`src/rtl/clk_div_cfg_ctrl.sv`:
```
// rtl/clk_div_cfg_ctrl.sv - configuration initiator for a runtime-programmable clock divider
//
// Accepts divide-ratio writes and drives the divider's valid/ready handshake.
// Holds one pending ratio (last write wins), optionally times out a stalled
// request, and tracks the last ratio the divider accepted.
//
// Ports:
//   clk_i, rst_n_i    clock, asynchronous active-low reset
//   cfg_wr_i          write strobe; cfg_div_i is the ratio sampled with it
//   cfg_busy_o        request outstanding or pending ratio held
//   cfg_done_o        pulse, cycle after a handshake
//   cfg_err_o         pulse, cycle after a rejected zero write
//   cfg_timeout_o     pulse, cycle after a timeout
//   div_o/div_valid_o ratio and valid offered to the divider
//   div_ready_i       divider accepts
//   cur_div_o         last ratio accepted by the divider
module clk_div_cfg_ctrl #(
  parameter int DIV_WIDTH      = 8,
  parameter int RESET_DIV      = 2,
  parameter bit INIT_ON_RESET  = 1'b0,
  parameter int TIMEOUT_CYCLES = 0
) (
  input  logic                 clk_i,
  input  logic                 rst_n_i,
  input  logic                 cfg_wr_i,
  input  logic [DIV_WIDTH-1:0] cfg_div_i,
  output logic                 cfg_busy_o,
  output logic                 cfg_done_o,
  output logic                 cfg_err_o,
  output logic                 cfg_timeout_o,
  output logic [DIV_WIDTH-1:0] div_o,
  output logic                 div_valid_o,
  input  logic                 div_ready_i,
  output logic [DIV_WIDTH-1:0] cur_div_o
);

  localparam int CNT_W = (TIMEOUT_CYCLES > 0) ? $clog2(TIMEOUT_CYCLES + 1) : 1;
  // Threshold and saturation value; both collapse to 0 when the timeout is off,
  // which freezes the counter at 0.
  localparam logic [CNT_W-1:0] CNT_LAST =
    CNT_W'((TIMEOUT_CYCLES > 0) ? TIMEOUT_CYCLES - 1 : 0);
  localparam logic [CNT_W-1:0] CNT_MAX =
    CNT_W'((TIMEOUT_CYCLES > 0) ? TIMEOUT_CYCLES : 0);
  localparam logic [DIV_WIDTH-1:0] RST_DIV = DIV_WIDTH'(RESET_DIV);

  typedef enum logic {ST_IDLE = 1'b0, ST_REQ = 1'b1} state_t;

  state_t               r_state;
  state_t               w_state_nxt;

  logic                 r_init_done;
  logic                 r_pend;
  logic [DIV_WIDTH-1:0] r_pend_div;
  logic [CNT_W-1:0]     r_cnt;
  logic [DIV_WIDTH-1:0] r_div;
  logic                 r_valid;
  logic [DIV_WIDTH-1:0] r_cur;
  logic                 r_busy;
  logic                 r_done;
  logic                 r_err;
  logic                 r_to;

  logic                 w_pend_nxt;
  logic [DIV_WIDTH-1:0] w_pend_div_nxt;
  logic [CNT_W-1:0]     w_cnt_nxt;
  logic [DIV_WIDTH-1:0] w_div_nxt;
  logic [DIV_WIDTH-1:0] w_cur_nxt;
  logic                 w_done_nxt;
  logic                 w_to_nxt;

  logic                 w_wr_ok;
  logic                 w_wr_zero;
  logic                 w_hs;
  logic                 w_timeout;
  logic                 w_init;
  logic [CNT_W-1:0]     w_cnt_inc;

  assign w_wr_ok   = cfg_wr_i & (cfg_div_i != '0);
  assign w_wr_zero = cfg_wr_i & (cfg_div_i == '0);
  assign w_hs      = (r_state == ST_REQ) & r_valid & div_ready_i;
  // A handshake at the threshold wins over the timeout.
  assign w_timeout = (TIMEOUT_CYCLES > 0) & (r_state == ST_REQ) & ~w_hs &
                     (r_cnt == CNT_LAST);
  // One-shot auto-issue of RESET_DIV on the first clock after reset release.
  assign w_init    = INIT_ON_RESET & ~r_init_done;
  assign w_cnt_inc = (r_cnt == CNT_MAX) ? r_cnt : r_cnt + 1'b1;

  // State register
  always_ff @(posedge clk_i or negedge rst_n_i) begin
    if (!rst_n_i) begin
      r_state <= ST_IDLE;
    end else begin
      r_state <= w_state_nxt;
    end
  end

  // Next-state logic
  always_comb begin
    w_state_nxt = r_state;
    if (w_init) begin
      w_state_nxt = ST_REQ;
    end else begin
      case (r_state)
        ST_IDLE: if (w_wr_ok) w_state_nxt = ST_REQ;
        ST_REQ: begin
          if (w_hs) begin
            w_state_nxt = (r_pend | w_wr_ok) ? ST_REQ : ST_IDLE;
          end else if (w_timeout) begin
            w_state_nxt = w_wr_ok ? ST_REQ : ST_IDLE;
          end
        end
        default: w_state_nxt = ST_IDLE;
      endcase
    end
  end

  // Output / datapath next values
  always_comb begin
    w_pend_nxt     = r_pend;
    w_pend_div_nxt = r_pend_div;
    w_cnt_nxt      = r_cnt;
    w_div_nxt      = r_div;
    w_cur_nxt      = r_cur;
    w_done_nxt     = 1'b0;
    w_to_nxt       = 1'b0;
    if (w_init) begin
      w_div_nxt = RST_DIV;
      w_cnt_nxt = '0;
      if (w_wr_ok) begin
        w_pend_nxt     = 1'b1;
        w_pend_div_nxt = cfg_div_i;
      end
    end else begin
      case (r_state)
        ST_IDLE: begin
          if (w_wr_ok) begin
            w_div_nxt = cfg_div_i;
            w_cnt_nxt = '0;
          end
        end
        ST_REQ: begin
          if (w_hs) begin
            w_cur_nxt  = r_div;
            w_done_nxt = 1'b1;
            if (r_pend) begin
              // Issue the held ratio back-to-back; a same-cycle write refills pending.
              w_div_nxt      = r_pend_div;
              w_cnt_nxt      = '0;
              w_pend_nxt     = w_wr_ok;
              w_pend_div_nxt = w_wr_ok ? cfg_div_i : r_pend_div;
            end else if (w_wr_ok) begin
              w_div_nxt = cfg_div_i;
              w_cnt_nxt = '0;
            end
          end else if (w_timeout) begin
            w_to_nxt   = 1'b1;
            w_pend_nxt = 1'b0;
            w_cnt_nxt  = '0;
            if (w_wr_ok) w_div_nxt = cfg_div_i;
          end else begin
            w_cnt_nxt = w_cnt_inc;
            if (w_wr_ok) begin
              w_pend_nxt     = 1'b1;
              w_pend_div_nxt = cfg_div_i;
            end
          end
        end
        default: ;
      endcase
    end
  end

  always_ff @(posedge clk_i or negedge rst_n_i) begin
    if (!rst_n_i) begin
      r_init_done <= 1'b0;
      r_pend      <= 1'b0;
      r_pend_div  <= '0;
      r_cnt       <= '0;
      r_div       <= '0;
      r_valid     <= 1'b0;
      r_cur       <= RST_DIV;
      r_busy      <= 1'b0;
      r_done      <= 1'b0;
      r_err       <= 1'b0;
      r_to        <= 1'b0;
    end else begin
      r_init_done <= 1'b1;
      r_pend      <= w_pend_nxt;
      r_pend_div  <= w_pend_div_nxt;
      r_cnt       <= w_cnt_nxt;
      r_div       <= w_div_nxt;
      r_valid     <= (w_state_nxt == ST_REQ);
      r_cur       <= w_cur_nxt;
      r_busy      <= (w_state_nxt == ST_REQ) | w_pend_nxt;
      r_done      <= w_done_nxt;
      r_err       <= w_wr_zero;
      r_to        <= w_to_nxt;
    end
  end

  assign div_o         = r_div;
  assign div_valid_o   = r_valid;
  assign cur_div_o     = r_cur;
  assign cfg_busy_o    = r_busy;
  assign cfg_done_o    = r_done;
  assign cfg_err_o     = r_err;
  assign cfg_timeout_o = r_to;

endmodule

```
`config.mk`:
```
export PLATFORM = sky130hd
export DESIGN_NAME = clk_div_cfg_ctrl
export DESIGN_NICKNAME = d
export VERILOG_FILES = /design/src/rtl/clk_div_cfg_ctrl.sv
export SDC_FILE = /design/constraint.sdc
export NUM_CORES = 1
export LEC_CHECK = 0
export ABC_AREA = 1
export CORE_ASPECT_RATIO = 1.25
export CORE_UTILIZATION = 40
export CTS_CLUSTER_SIZE = 30
export DETAILED_ROUTE_END_ITERATION = 12
export GPL_TIMING_DRIVEN = 0
export HOLD_SLACK_MARGIN = 0.12
export PLACE_DENSITY = 0.7
export SYNTH_ARGS = -nofsm -noshare
export SYNTH_HDL_FRONTEND = slang
export SYNTH_SLANG_ARGS = --single-unit
export TNS_END_PERCENT = 30
```
`constraint.sdc`:
```
create_clock -name clk_i -period 1.2 [get_ports clk_i]
set_clock_uncertainty 0.15 [all_clocks]
set_input_delay 0.18 -clock clk_i [delete_from_list [all_inputs] [get_ports clk_i]]
set_output_delay 0.18 -clock clk_i [all_outputs]
set_load 0.02 [all_outputs]
```
==> key figures, run 1 <==
Layout
  • Diode count: 0
  • FF/Latch Area: 728.2 um2
  • Commonest non-fill, non-tap cell in the layout: nand2_1
  • Final nets: 233
  • Commonest non-fill, non-tap cells in the layout: nand2_1 (46), dfrtp_1 (27), buf_4 (21), buf_6 (20), inv_1 (18)
  • Fillers: 219
  • Multi-input gate area: 616.8 um2
  • Layout cells sized above 1: 42.79%
  • Area Overhead vs Synth: 67.94%

Run status
  • Violated checks: negative hold slack, negative setup slack
  • Status: finished, violations left

Logic synthesis
  • Gate count of the mapped netlist: 153
  • Post-synthesis register bit count: 29
  • Avg Inst Size Synth: 8.546 um2
  • Mapped Nets: 165
  • Synth cell types: 21
  • Number of synthesis warnings: 0
  • Mapped cell area: 1308 um2
  • Sequential area share after synthesis: 55.60%

GRT
  • Initial antenna violation count: 0
  • GR Overflow Total: 0
  • Largest net degree at the start of global routing: 30
  • Vias in the first global route: 1,182
  • First-pass GRT wire length: 5340 um
  • GRT Overall Usage: 21.57%

Clock network
  • CTS buffer count: 5
  • H-tree depth: 2
  • Clock Path Buffers: 2
  • Later-pin clock latency in the skew report: 0.32 ns
  • Clock transition at the registers of the reported paths: 0.09 ns
  • Clock Sinks: 29
  • CTS tree: yes
  • CTS root buf: clkbuf_4

Floorplanning
  • Chip width: 53.14 um
  • Die area: 3503 um2
  • Initial Util: 43.18%
  • Die H: 65.92 um
  • Ports: 33
  • Num rows: 22
  • Total core area: 3028 um2

Worst setup path
  • Reg-to-reg startpoint: div_valid_o
  • Crit path kind: reg -> reg
  • Critical Path Fanout Max: 8
  • R2R Path End: div_o[2]
  • Critical Path RT: 1.27 ns
  • Crit. End Element: flip-flop
  • CP arrival: 1.49 ns
  • Worst Reg-to-Reg Cells: 8
  • Flop-to-flop setup slack: -0.22 ns
  • Crit start category: flip-flop

STA
  • Slew HR: 53.76%
  • Final setup margin: -0.2184 ns
  • Final hold slack: -0.1652 ns
  • Fin Setup TNS: -3.660 ns
  • Fin. max-slew vios: 0
  • Worst-margin pin slew: 0.6937 ns
  • Hold Vio Cnt, Final: 28
  • Final Setup Violations: 20
  • RSZ-0062 raised after global routing: true
  • Fin crit share: 118.2%
  • Maximum clock rate: 705.0 MHz
  • Minimum clock period: 1.418 ns

Routing
  • Final WL: 3272 um
  • Post-DRT Antenna Nets: 0
  • Drt initial violations: 29
  • 1st-pass router iterations: 4
  • Via-to-Cell Ratio: 4.814
  • Wire per inst: 12.68 um
  • DRC: 0
  • Vias: 1,242

Min path
  • Hold crit path type: in -> async

Placed design
  • Setup WS pre-CTS: -0.7472 ns
  • Quantity of I/O buffers inserted on ports: 31
  • DP HPWL: 1851 um
  • GPL Wtd Cong: 0.7216

Run
  • Max-Cap Viols: 0

Pwr
  • Power Dens Cells: 1826 nW/um2
  • LEAKAGE: 0.001172 uW
  • VDD IR-drop max: 1.444 mV
[stage by stage]
step / utilization, % / cell area [um2] / power (uW) / hold slack, ns / cells
2_1_floorplan: - / 1309 / 2069 / -0.2656 / 153
3_3_place_gp: 54.96 / 1664 / 2586 / 0.3089 / 220
3_5_place_dp: 54.96 / 1664 / 2625 / 0.3120 / 220
4_1_cts: 68.43 / 2072 / 3905 / -0.1484 / 252
5_1_grt: 72.52 / 2196 / 4260 / -0.1125 / 258
6_report: 72.52 / 2196 / 4011 / -0.1652 / 258
[synthesized netlist by cell type, drive strengths merged]
cell / instances / share of area, %
nand2: 63 / 19
dfrtp: 28 / 54
inv: 19 / 5.5
o21ai: 18 / 9.2
nand3: 10 / 4.8
nor2: 5 / 1.4
buf: 4 / 2.2
clkinv: 1 / 0.29
conb: 1 / 0.29
dfstp: 1 / 2.0
nand4: 1 / 0.48
o211ai: 1 / 0.57
or2: 1 / 0.48
[power by group]
part | internal [uW] | switching (uW)
sequential | 1240 | 206
clock | 497 | 323
combinational | 901 | 845
[what timing repair did]
action	in CTS	in global routing
setup endpoints to repair	77	48
endpoints found under the hold margin	31	31
cloned	1	0
buffers inserted	20	3
hold buffers	3	3
pin swaps	5	1
resized for setup	156	21
[worst max-delay path: stages, from the launching register on]
cell     delay [ns]
dfrtp_2        0.44
buf_4          0.16
nand2_8        0.10
buf_4          0.12
nand2_1        0.05
o21ai_1        0.08
inv_1          0.08
nand3_2        0.08
nand2_1        0.06
[how the worst max path moves through the flow]
stage	from	end	slack, ns	cells past startpoint
after detailed placement	rst_n_i	div_valid_o	-0.75	1
after floorplan	div_valid_o	r_pend_div[7]	-0.21	7
final	div_valid_o	div_o[2]	-0.22	8
after global placement	rst_n_i	div_valid_o	-0.71	1
after CTS	div_valid_o	r_pend_div[6]	-0.20	7
after global routing	div_valid_o	div_o[7]	-0.28	8
[routing by layer]
layer	part of all wire, %	up-vias	GRT usage [%]
met5	0	-	0
met2	54	42	37.50
met1	39	580	24.41
li1	-	611	-
met4	2.2	0	8.553
met3	5.0	9	5.747
[flip-flops by register name, indices dropped and copies added (netlist names)]
signal / count
cur_div_o: 8
div_o: 8
r_pend_div: 8
cfg_busy_o: 1
cfg_done_o: 1
cfg_err_o: 1
div_valid_o: 1
r_pend: 1
[area by class of cell]
type / count / share of cell area, %
Clock inverter: 1 / 1.368
Inverter: 20 / 3.533
Multi-Input combinational cell: 100 / 28.09
Sequential cell: 29 / 33.16
Buffer: 4 / 2.393
Tap cell: 36 / 2.051
Clock buffer: 7 / 2.507
Timing Repair Buffer: 61 / 26.89
[cells by family after synthesis]
logic type / Yosys count / synth area share (%)
and+or+nand+nor: 80 / 26.41
DFF: 29 / 55.60
buffers and inverters: 24 / 7.942
AOI/OAI and AO/OA: 19 / 9.761
other: 1 / 0.2868
Power figures use the tool's default switching activity.
==> inputs of run 2 (changes only) <==
--- a/config.mk
+++ b/config.mk
@@ -13,6 +13,7 @@
 export GPL_TIMING_DRIVEN = 0
 export HOLD_SLACK_MARGIN = 0.12
 export PLACE_DENSITY = 0.7
+export SKIP_CTS_REPAIR_TIMING = 1
 export SYNTH_ARGS = -nofsm -noshare
 export SYNTH_HDL_FRONTEND = slang
 export SYNTH_SLANG_ARGS = --single-unit
==> run 2 against run 1 <==
  * The flow finishes with violations (negative setup slack)
  * Final area is 12% lower
  * Via count is 6.4% lower
  * Power is 7.1% lower
  * Highest routed layer unchanged
  * Critical path type unchanged
  * Worst hold slack better by 0.42 ns
  * Die area stayed put
  * Largest cell class unchanged
==> key figures, run 2 (same netlist as run 1, synthesis figures left out) <==
Clock network
  • CTS tree: yes
  • Clock transition at the registers of the reported paths: 0.09 ns (about the same)
  • H-tree depth: 2 (unchanged)
  • Clock Sinks: 29 (unchanged)
  • CTS buffer count: 5 (unchanged)
  • Clock Path Buffers: 2 (unchanged)
  • Later-pin clock latency in the skew report: 0.33 ns (about the same)
  • CTS root buf: clkbuf_4

STA
  • Maximum clock rate: 697.1 MHz (-1.1%)
  • Final setup margin: -0.2345 ns (-0.01613 ns)
  • Fin. max-slew vios: 0 (unchanged)
  • Fin Setup TNS: -4.132 ns (-0.4719 ns)
  • RSZ-0062 raised after global routing: true
  • Hold Vio Cnt, Final: 0 (-100%)
  • Final Setup Violations: 40 (+100%)
  • Slew HR: 58.07% (+4.3 points)
  • Worst-margin pin slew: 0.6289 ns (-0.06473 ns)
  • Minimum clock period: 1.435 ns (+0.01613 ns)
  • Fin crit share: 119.5% (+1.3 points)

Worst setup path
  • Crit path kind: reg -> reg
  • Worst Setup SP: div_valid_o
  • Critical Path RT: 1.28 ns (about the same)
  • CP arrival: 1.51 ns (+0.02 ns)
  • Crit. End Element: flip-flop
  • Crit start category: flip-flop
  • Reg-to-reg startpoint: div_valid_o
  • Critical Path Fanout Max: 5 (-3)

Pwr
  • VDD IR-drop max: 1.130 mV (-22%)
  • Power Dens Cells: 1932 nW/um2 (+5.8%)
  • LEAKAGE: 0.001025 uW (-13%)

GRT
  • GRT Overall Usage: 17.00% (-4.6 points)
  • Initial antenna violation count: 0 (unchanged)
  • GR Overflow Total: 0 (unchanged)
  • Largest net degree at the start of global routing: 30 (unchanged)
  • Vias in the first global route: 972 (-18%)
  • First-pass GRT wire length: 4202 um (-21%)

Routing
  • DRC: 0 (unchanged)
  • Vias: 1,162 (-6.4%)
  • Drt initial violations: 36 (+24%)
  • Final WL: 2884 um (-12%)
  • Wire per inst: 11.82 um (-6.8%)
  • Post-DRT Antenna Nets: 0 (unchanged)
  • Via-to-Cell Ratio: 4.762 (-1.1%)
  • 1st-pass router iterations: 4 (unchanged)

Floorplanning
  • Die area: 3503 um2 (unchanged)
  • Initial Util: 43.18% (unchanged)
  • Die H: 65.92 um (unchanged)
  • Num rows: 22 (unchanged)
  • Chip width: 53.14 um (unchanged)
  • Ports: 33 (unchanged)
  • Total core area: 3028 um2 (unchanged)

Layout
  • FF/Latch Area: 728.2 um2 (unchanged)
  • Commonest non-fill, non-tap cells in the layout: nand2_1 (57), dfrtp_1 (27), inv_1 (18), buf_4 (15), buf_6 (14)
  • Layout cells sized above 1: 34.13% (-8.7 points)
  • Fillers: 265 (+21%)
  • Area Overhead vs Synth: 47.46%
  • Diode count: 0 (unchanged)
  • Multi-input gate area: 528.0 um2 (-14%)
  • Final nets: 219 (-6.0%)
  • Commonest non-fill, non-tap cell in the layout: nand2_1

Min path
  • Hold crit path type: in -> async

Placed design
  • Quantity of I/O buffers inserted on ports: 31 (unchanged)
  • GPL Wtd Cong: 0.7216 (unchanged)
  • DP HPWL: 1851 um (unchanged)
  • Setup WS pre-CTS: -0.7472 ns (unchanged)

Run status
  • Status: finished, violations left
  • Violated checks: negative setup slack

Run
  • Max-Cap Viols: 0 (unchanged)
run 2: cell types whose count changed in the layout (fill, tap and decap cells not counted), sizes merged, moves of 3 or more:
cell           delta
clkbuf            +3
dlygate4sd3       -5
dlymetal6s2s      -3
buf              -12
dlygate4sd2       -5
clkdlybuf4s50     +8
run 2: path summary, 6_finish.rpt:
path	to	slack, ns	cells past startpoint
worst max-delay path	r_pend_div[7]	-0.23	7
worst min-delay path	cur_div_o[5]	0.25	2
worst max register to register	r_pend_div[7]	-0.23	7
worst min register to register	cur_div_o[1]	0.33	2
max in group asynchronous	div_valid_o	0.19	2
min in group clk_i	r_pend_div[6]	0.30	3
run 2: cell type report:
class	instances	area share, %
buffer	4	1.947
clock buffer	7	2.855
clock inverter	1	1.557
inverter	20	4.088
multi-input combinational	101	27.38
sequential	29	37.77
tap	36	2.336
timing repair buffer	46	22.06
run 2: report_power, final:
part / switching (uW) / total [uW] / internal, uW / leakage [uW]
sequential: 187 / 1420 / 1240 / 0.000350
combinational: 743 / 1470 / 731 / 0.000630
clock: 330 / 827 / 497 / 0.0000455
total: 1260 / 3730 / 2470 / 0.00103
run 2: worst max-delay path: stages, from the launching register on:
cell	delay (ns)
dfrtp_2	0.43
inv_2	0.05
or2_4	0.25
nand2_4	0.09
nand3_4	0.11
buf_8	0.17
nand2_2	0.06
o21ai_2	0.05
run 2: through the flow:
stage | utilization (%) | instances | power, uW | area [um2] | hold WS [ns]
after floorplan | - | 153 | 2069 | 1309 | -0.2656
final | 63.68 | 244 | 3725 | 1928 | 0.2547
after CTS | 57.77 | 228 | 3450 | 1749 | 0.2893
after global routing | 63.68 | 244 | 3965 | 1928 | 0.2999
after global placement | 54.96 | 220 | 2586 | 1664 | 0.3089
after detailed placement | 54.96 | 220 | 2625 | 1664 | 0.3120
run 2: metal layers:
metal / global-route usage (%) / up-vias / wire length [um]
li1: - / 580 / -
met1: 19.38 / 531 / 1132
met2: 28.16 / 42 / 1534
met3: 5.517 / 9 / 153
met4: 7.895 / 0 / 63
met5: 0 / - / 0
==> inputs of run 3 (changes only) <==
--- a/config.mk
+++ b/config.mk
@@ -10,6 +10,7 @@
 export CORE_UTILIZATION = 40
 export CTS_CLUSTER_SIZE = 30
 export DETAILED_ROUTE_END_ITERATION = 12
+export GPL_ROUTABILITY_DRIVEN = 0
 export GPL_TIMING_DRIVEN = 0
 export HOLD_SLACK_MARGIN = 0.12
 export PLACE_DENSITY = 0.7
==> results of run 3 <==
Same layout as run 2: the final DEF is identical, and so are final timing and power.
